File: config.mk
export PLATFORM = sky130hd
export DESIGN_NAME = simd_sequencer
export DESIGN_NICKNAME = d
export VERILOG_FILES = /design/src/rtl/simd_sequencer_pkg.sv /design/src/rtl/simd_sequencer_if.sv /design/src/rtl/simd_sequencer_hazard.sv /design/src/rtl/simd_sequencer.sv
export SDC_FILE = /design/constraint.sdc
export NUM_CORES = 1
export LEC_CHECK = 0
export BUFFER_PORTS_ARGS = -buffer_cell sky130_fd_sc_hd__buf_4
export CAP_MARGIN = 20
export CORE_MARGIN = 5
export CORE_UTILIZATION = 24
export CTS_CLUSTER_DIAMETER = 120
export DETAILED_ROUTE_END_ITERATION = 8
export PLACE_DENSITY = 0.42
export RECOVER_POWER = 25
export SYNTH_ARGS = -nofsm -noshare
export SYNTH_HDL_FRONTEND = slang
export SYNTH_SLANG_ARGS = --single-unit
File: constraint.sdc
create_clock -name clk -period 3.9 [get_ports clk]
set_input_delay 0.585 -clock clk [delete_from_list [all_inputs] [get_ports clk]]
set_output_delay 0.585 -clock clk [all_outputs]
set_load 0.01 [all_outputs]
File: src/rtl/simd_sequencer_pkg.sv
// simd_sequencer_pkg: shared opcode, width and FSM state definitions
// for the SIMD issue sequencer and its hazard scoreboard.
package simd_sequencer_pkg;

  localparam int OPCODE_WIDTH = 4;

  localparam logic [OPCODE_WIDTH-1:0] OPC_HALT = 4'hF;

  typedef enum logic [2:0] {
    S_IDLE,
    S_FETCH,
    S_RUN,
    S_DRAIN,
    S_DONE
  } state_t;

endpackage

File: src/rtl/simd_sequencer_if.sv
// simd_sequencer_if: operand bus of the fetched instruction.
// Ports: a_addr/b_addr sources, r_addr destination, wen result write.
interface simd_sequencer_if #(
  parameter int ADDR_WIDTH = 10
) ();

  logic [ADDR_WIDTH-1:0] a_addr;
  logic [ADDR_WIDTH-1:0] b_addr;
  logic [ADDR_WIDTH-1:0] r_addr;
  logic                  wen;

  modport master (
    output a_addr,
    output b_addr,
    output r_addr,
    output wen
  );

  modport slave (
    input a_addr,
    input b_addr,
    input r_addr,
    input wen
  );

endinterface

File: src/rtl/simd_sequencer_hazard.sv
// hazard_scoreboard: 2-entry {valid,wen,r_addr} history of issue slots.
// Ports: i_clr flush, i_push shift, i_issue real op, ins bus, o_hazard RAW.
module hazard_scoreboard
  import simd_sequencer_pkg::*;
#(
  parameter int ADDR_WIDTH = 10
) (
  input  logic              clk,
  input  logic              rstn,
  input  logic              i_clr,
  input  logic              i_push,
  input  logic              i_issue,
  simd_sequencer_if.slave   ins,
  output logic              o_hazard
);

  logic [1:0]            r_vld;
  logic [1:0]            r_wen;
  logic [ADDR_WIDTH-1:0] r_dst [2];

  always_ff @(posedge clk or negedge rstn) begin
    if (!rstn) begin
      r_vld    <= '0;
      r_wen    <= '0;
      r_dst[0] <= '0;
      r_dst[1] <= '0;
    end else if (i_clr) begin
      r_vld    <= '0;
      r_wen    <= '0;
      r_dst[0] <= '0;
      r_dst[1] <= '0;
    end else if (i_push) begin
      // Non-issue slots shift in an all-zero bubble.
      r_vld    <= {r_vld[0], i_issue};
      r_wen    <= {r_wen[0], i_issue & ins.wen};
      r_dst[1] <= r_dst[0];
      r_dst[0] <= i_issue ? ins.r_addr : '0;
    end
  end

  always_comb begin
    o_hazard = 1'b0;
    for (int i = 0; i < 2; i++) begin
      if (r_vld[i] && r_wen[i] &&
          (ins.a_addr == r_dst[i] ||
           ins.b_addr == r_dst[i]))
        o_hazard = 1'b1;
    end
  end

endmodule

File: src/rtl/simd_sequencer.sv
// simd_sequencer: half-rate issue FSM with RAW stalls and HALT drain.
// Ports: start/start_pc run request, ins_* fetched op, pc fetch address,
// stall/step datapath control, busy/done/err status.
module simd_sequencer
  import simd_sequencer_pkg::*;
#(
  parameter int INS_ADDR_WIDTH = 8,
  parameter int ADDR_WIDTH     = 10,
  parameter int OPCODE_WIDTH   = simd_sequencer_pkg::OPCODE_WIDTH,
  parameter int DRAIN_STEPS    = 3
) (
  input  logic                      clk,
  input  logic                      rstn,
  input  logic                      start,
  input  logic [INS_ADDR_WIDTH-1:0] start_pc,
  input  logic [OPCODE_WIDTH-1:0]   ins_opcode,
  input  logic [ADDR_WIDTH-1:0]     ins_a_addr,
  input  logic [ADDR_WIDTH-1:0]     ins_b_addr,
  input  logic [ADDR_WIDTH-1:0]     ins_r_addr,
  input  logic                      ins_wen,
  output logic [INS_ADDR_WIDTH-1:0] pc,
  output logic                      stall,
  output logic                      step,
  output logic                      busy,
  output logic                      done,
  output logic                      err
);

  localparam int CW =
    (DRAIN_STEPS > 1) ? $clog2(DRAIN_STEPS) : 1;
  localparam logic [CW-1:0] LAST = CW'(DRAIN_STEPS - 1);
  localparam logic [OPCODE_WIDTH-1:0] LP_HALT =
    OPCODE_WIDTH'(OPC_HALT);

  state_t                    r_state;
  logic                      r_phase;
  logic [INS_ADDR_WIDTH-1:0] r_pc;
  logic [CW-1:0]             r_cnt;
  logic                      r_stall;
  logic                      r_step;
  logic                      r_busy;
  logic                      r_done;
  logic                      r_err;

  logic w_hazard;
  logic w_halt;
  logic w_issue;
  logic w_push;
  logic w_clr;

  simd_sequencer_if #(.ADDR_WIDTH(ADDR_WIDTH)) u_ins ();

  assign u_ins.a_addr = ins_a_addr;
  assign u_ins.b_addr = ins_b_addr;
  assign u_ins.r_addr = ins_r_addr;
  assign u_ins.wen    = ins_wen;

  // HALT wins over a hazard: it never reaches the datapath.
  assign w_halt  = (ins_opcode == LP_HALT);
  assign w_issue = (r_state == S_RUN) & r_phase &
                   ~w_halt & ~w_hazard;
  assign w_push  = r_phase &
                   ((r_state == S_RUN) | (r_state == S_DRAIN));
  assign w_clr   = (r_state == S_IDLE) & start;

  hazard_scoreboard #(.ADDR_WIDTH(ADDR_WIDTH)) u_sb (
    .clk      (clk),
    .rstn     (rstn),
    .i_clr    (w_clr),
    .i_push   (w_push),
    .i_issue  (w_issue),
    .ins      (u_ins),
    .o_hazard (w_hazard)
  );

  // Slot decisions happen on edges with r_phase=1; stall/step
  // then cover the following half-rate datapath cycle.
  always_ff @(posedge clk or negedge rstn) begin
    if (!rstn) begin
      r_state <= S_IDLE;
      r_phase <= 1'b0;
      r_pc    <= '0;
      r_cnt   <= '0;
      r_stall <= 1'b0;
      r_step  <= 1'b0;
      r_busy  <= 1'b0;
      r_done  <= 1'b0;
      r_err   <= 1'b0;
    end else begin
      r_phase <= ~r_phase;
      r_step  <= 1'b0;
      unique case (r_state)
        S_IDLE: begin
          if (start) begin
            r_pc    <= start_pc;
            r_err   <= 1'b0;
            r_busy  <= 1'b1;
            r_state <= S_FETCH;
          end
        end
        S_FETCH: r_state <= S_RUN;
        S_RUN: begin
          if (r_phase) begin
            if (w_halt) begin
              r_stall <= 1'b0;
              r_cnt   <= '0;
              r_state <= S_DRAIN;
            end else if (w_hazard) begin
              r_stall <= 1'b1;
            end else begin
              r_stall <= 1'b0;
              r_step  <= 1'b1;
              // Last address: issue, flag, never wrap.
              if (&r_pc) begin
                r_err   <= 1'b1;
                r_cnt   <= '0;
                r_state <= S_DRAIN;
              end else begin
                r_pc <= r_pc + INS_ADDR_WIDTH'(1);
              end
            end
          end
        end
        S_DRAIN: begin
          if (r_phase) begin
            if (r_cnt == LAST) begin
              r_busy  <= 1'b0;
              r_done  <= 1'b1;
              r_state <= S_DONE;
            end else begin
              r_cnt <= r_cnt + CW'(1);
            end
          end
        end
        S_DONE: begin
          r_done  <= 1'b0;
          r_state <= S_IDLE;
        end
        default: r_state <= S_IDLE;
      endcase
    end
  end

  assign pc    = r_pc;
  assign stall = r_stall;
  assign step  = r_step;
  assign busy  = r_busy;
  assign done  = r_done;
  assign err   = r_err;

endmodule
==> metrics.yaml <==
status: "finished, violations left"
failed_checks: "max-capacitance violations, max-slew violations"
place_ws_ns: 1.04
synth_seq_cells: 43
final_cell_mix: "buf_4 (59), dfrtp_1 (43), xor2_1 (40)"
setup_viol_count_final: 0
synthCells: 241
cts.sinks: 43
clkTransAtPathRegs_ns: 0.09
fin_nets: 345
yosysSeqAreaShare: 0.447
route.top_layer_used: "met4"
h-tree-depth: 2
ys_warn_count: 0
clk_latency_ns: 0.30
tightest_slew_ns: 2.43
crit_required_ns: 4.14
leakagePower_nw: 1.46
rows: 36
setup-tns-final_ns: 0
drive_gt1_frac: 0.245
cts_buffers: 5
portBuffers: 58
routedLengthMet1_um: 3160
post-cts-setup-buffers: 0
synth_nets: 289
grt_remaining_overflow: 0
synth_top_cell_by_area: "dfrtp_1"
synthArstFlopShare: 1.00
antenna_found_initial: 0
drv_slew: 44
crit_path_end_kind: "flop"
avgViaCountPerCell: 4.68
p_total_mw: 2.33
core_um2: 9770
slew_headroom: -0.622
crit_type: "flop to flop"
startpoint_type: "flop"
area_growth_pct: 28.1
ys.flop_type: "dfrtp_1"
cts_hold_buf: 0
fin_util: 0.316
rsz0062_at_grt: "no"
final_common_cell: "buf_4"
hp-class: "flop to flop"
initial_core_util: 0.247
ctsResizeCount: 0
gp_congestion: 0.759
max_freq_ghz: 0.390
wl_met3_um: 310
vias: 2017
timing.final.crit_share: 0.658
grt_pass1_wl_um: 10600
ir_worst_vdd_uv: 260
ios: 59
diodes: 0
final_cells: 431
die_h_um: 110
hold_viol: 0
fin_ws_ns: 1.34
cts_tree: "yes"
groute.usage.overall: 0.112
yosysUniqueCellTypes: 38
root_buffer: "clkbuf_8"
stdcell_area_um2: 3090
dp_cells: 423
drt-initial-drc-count: 54
yosys.area.top_type_share: 0.447
grt_pass1_vias: 2054
wl_per_cell_um: 15.2
synth_area_um2: 2410
syn-mean-instance-area_um2: 10.0
drc: 0
routed-wl-met2_um: 3040
hold_slack_ns: 0.502
cts_buffer_depth: 2
die_area_um2: 12100
place_area_um2: 2970
dpl.hpwl_um: 4820
p_per_area_nw_per_um2: 754
timing.max_cap.violations: 1
critPathMaxFanout: 13
wl_um: 6560
fin_crit_ns: 2.56
cp.arrival_ns: 2.80
ys_top_cells_by_area: "dfrtp_1 (45%), xor2_1 (15%), a22o_1 (8.4%), nand2_1 (2.6%), nor2_1 (2.6%)"
synth_edf_count: 0
grt_start_max_net_pins: 44
first_pass_iters: 4
fin_worst_skew_ns: 0.0118
detail-route-antenna-nets: 0
die_x_um: 110
[layer usage]
| layer | vias up | global-route usage |
|---|---|---|
| met5 | - | 0 |
| met4 | 0 | 0.0334 |
| met3 | 4 | 0.0268 |
| met2 | 60 | 0.169 |
| met1 | 956 | 0.159 |
| li1 | 997 | - |
[synth_stat cells (all sizes together) (4+ instances only)]
cell,count
inv,7
nor4,10
nor2,17
o32a,5
a31oi,6
nand3,8
o21ai,10
and3,4
a22o,23
xor2,40
nand2,17
dfrtp,43
nor3,9
buf,9
[logic make-up (layout without fill, tap and decap cells)]
| family | after synthesis | in the layout | share of synthesized area |
|---|---|---|---|
| AO/OA/AOI/OAI | 62 | 62 | 0.198 |
| XOR/XNOR | 40 | 40 | 0.145 |
| adder cells (fa/ha/maj) | 2 | 2 | 0.0104 |
| buffers and inverters | 18 | 75 | 0.0327 |
| flip-flops | 43 | 43 | 0.447 |
| multiplexers | 2 | 2 | 0.0104 |
| AND/OR/NAND/NOR | 74 | 74 | 0.157 |
[flip-flops by register name, summed over array words and instances, names as in the netlist]
signal      cells
done            1
pc              8
busy            1
u_sb.r_wen      2
stall           1
u_sb.r_dst     20
r_cnt           2
err             1
u_sb.r_vld      2
step            1
r_state         3
r_phase         1
[final timing paths]
| path | end | startpoint | depth (start not counted) | slack (ns) |
|---|---|---|---|---|
| worst max register to register | u_sb.r_dst[14]$_DFFE_PN0P_ | u_sb.r_dst[16]$_DFFE_PN0P_ | 6 | 1.34 |
| worst min-delay path | err$_DFFE_PN0P_ | err$_DFFE_PN0P_ | 2 | 0.50 |
| min in group asynchronous | pc[5]$_DFFE_PN0P_ | rstn | 1 | 1.02 |
| max in group asynchronous | u_sb.r_dst[1]$_DFFE_PN0P_ | rstn | 1 | 1.50 |
| worst max-delay path | u_sb.r_dst[14]$_DFFE_PN0P_ | u_sb.r_dst[16]$_DFFE_PN0P_ | 6 | 1.34 |
| worst min register to register | err$_DFFE_PN0P_ | err$_DFFE_PN0P_ | 2 | 0.50 |
[final cells by class]
type                       count  area, um2
clock inverter                 2       35.0
tap                          133        166
clock buffer                   6       82.6
sequential                    43       1080
multi-input combinational    180       1250
inverter                       7       26.3
timing repair buffer          60        447
fill                        1041       6690
[worst max-delay path: stages, from the launching register on]
cell	delay [ns]
dfrtp_1	0.43
xor2_1	0.25
nor4_1	0.08
nand3_1	0.09
nand4_1	0.41
nor2_1	0.97
a22o_1	0.27
[report_power, final]
group	internal, mW	switching (mW)
clock	0.208	0.164
sequential	0.631	0.228
combinational	0.531	0.565
Note: power is estimated with default switching activity, not from simulation.
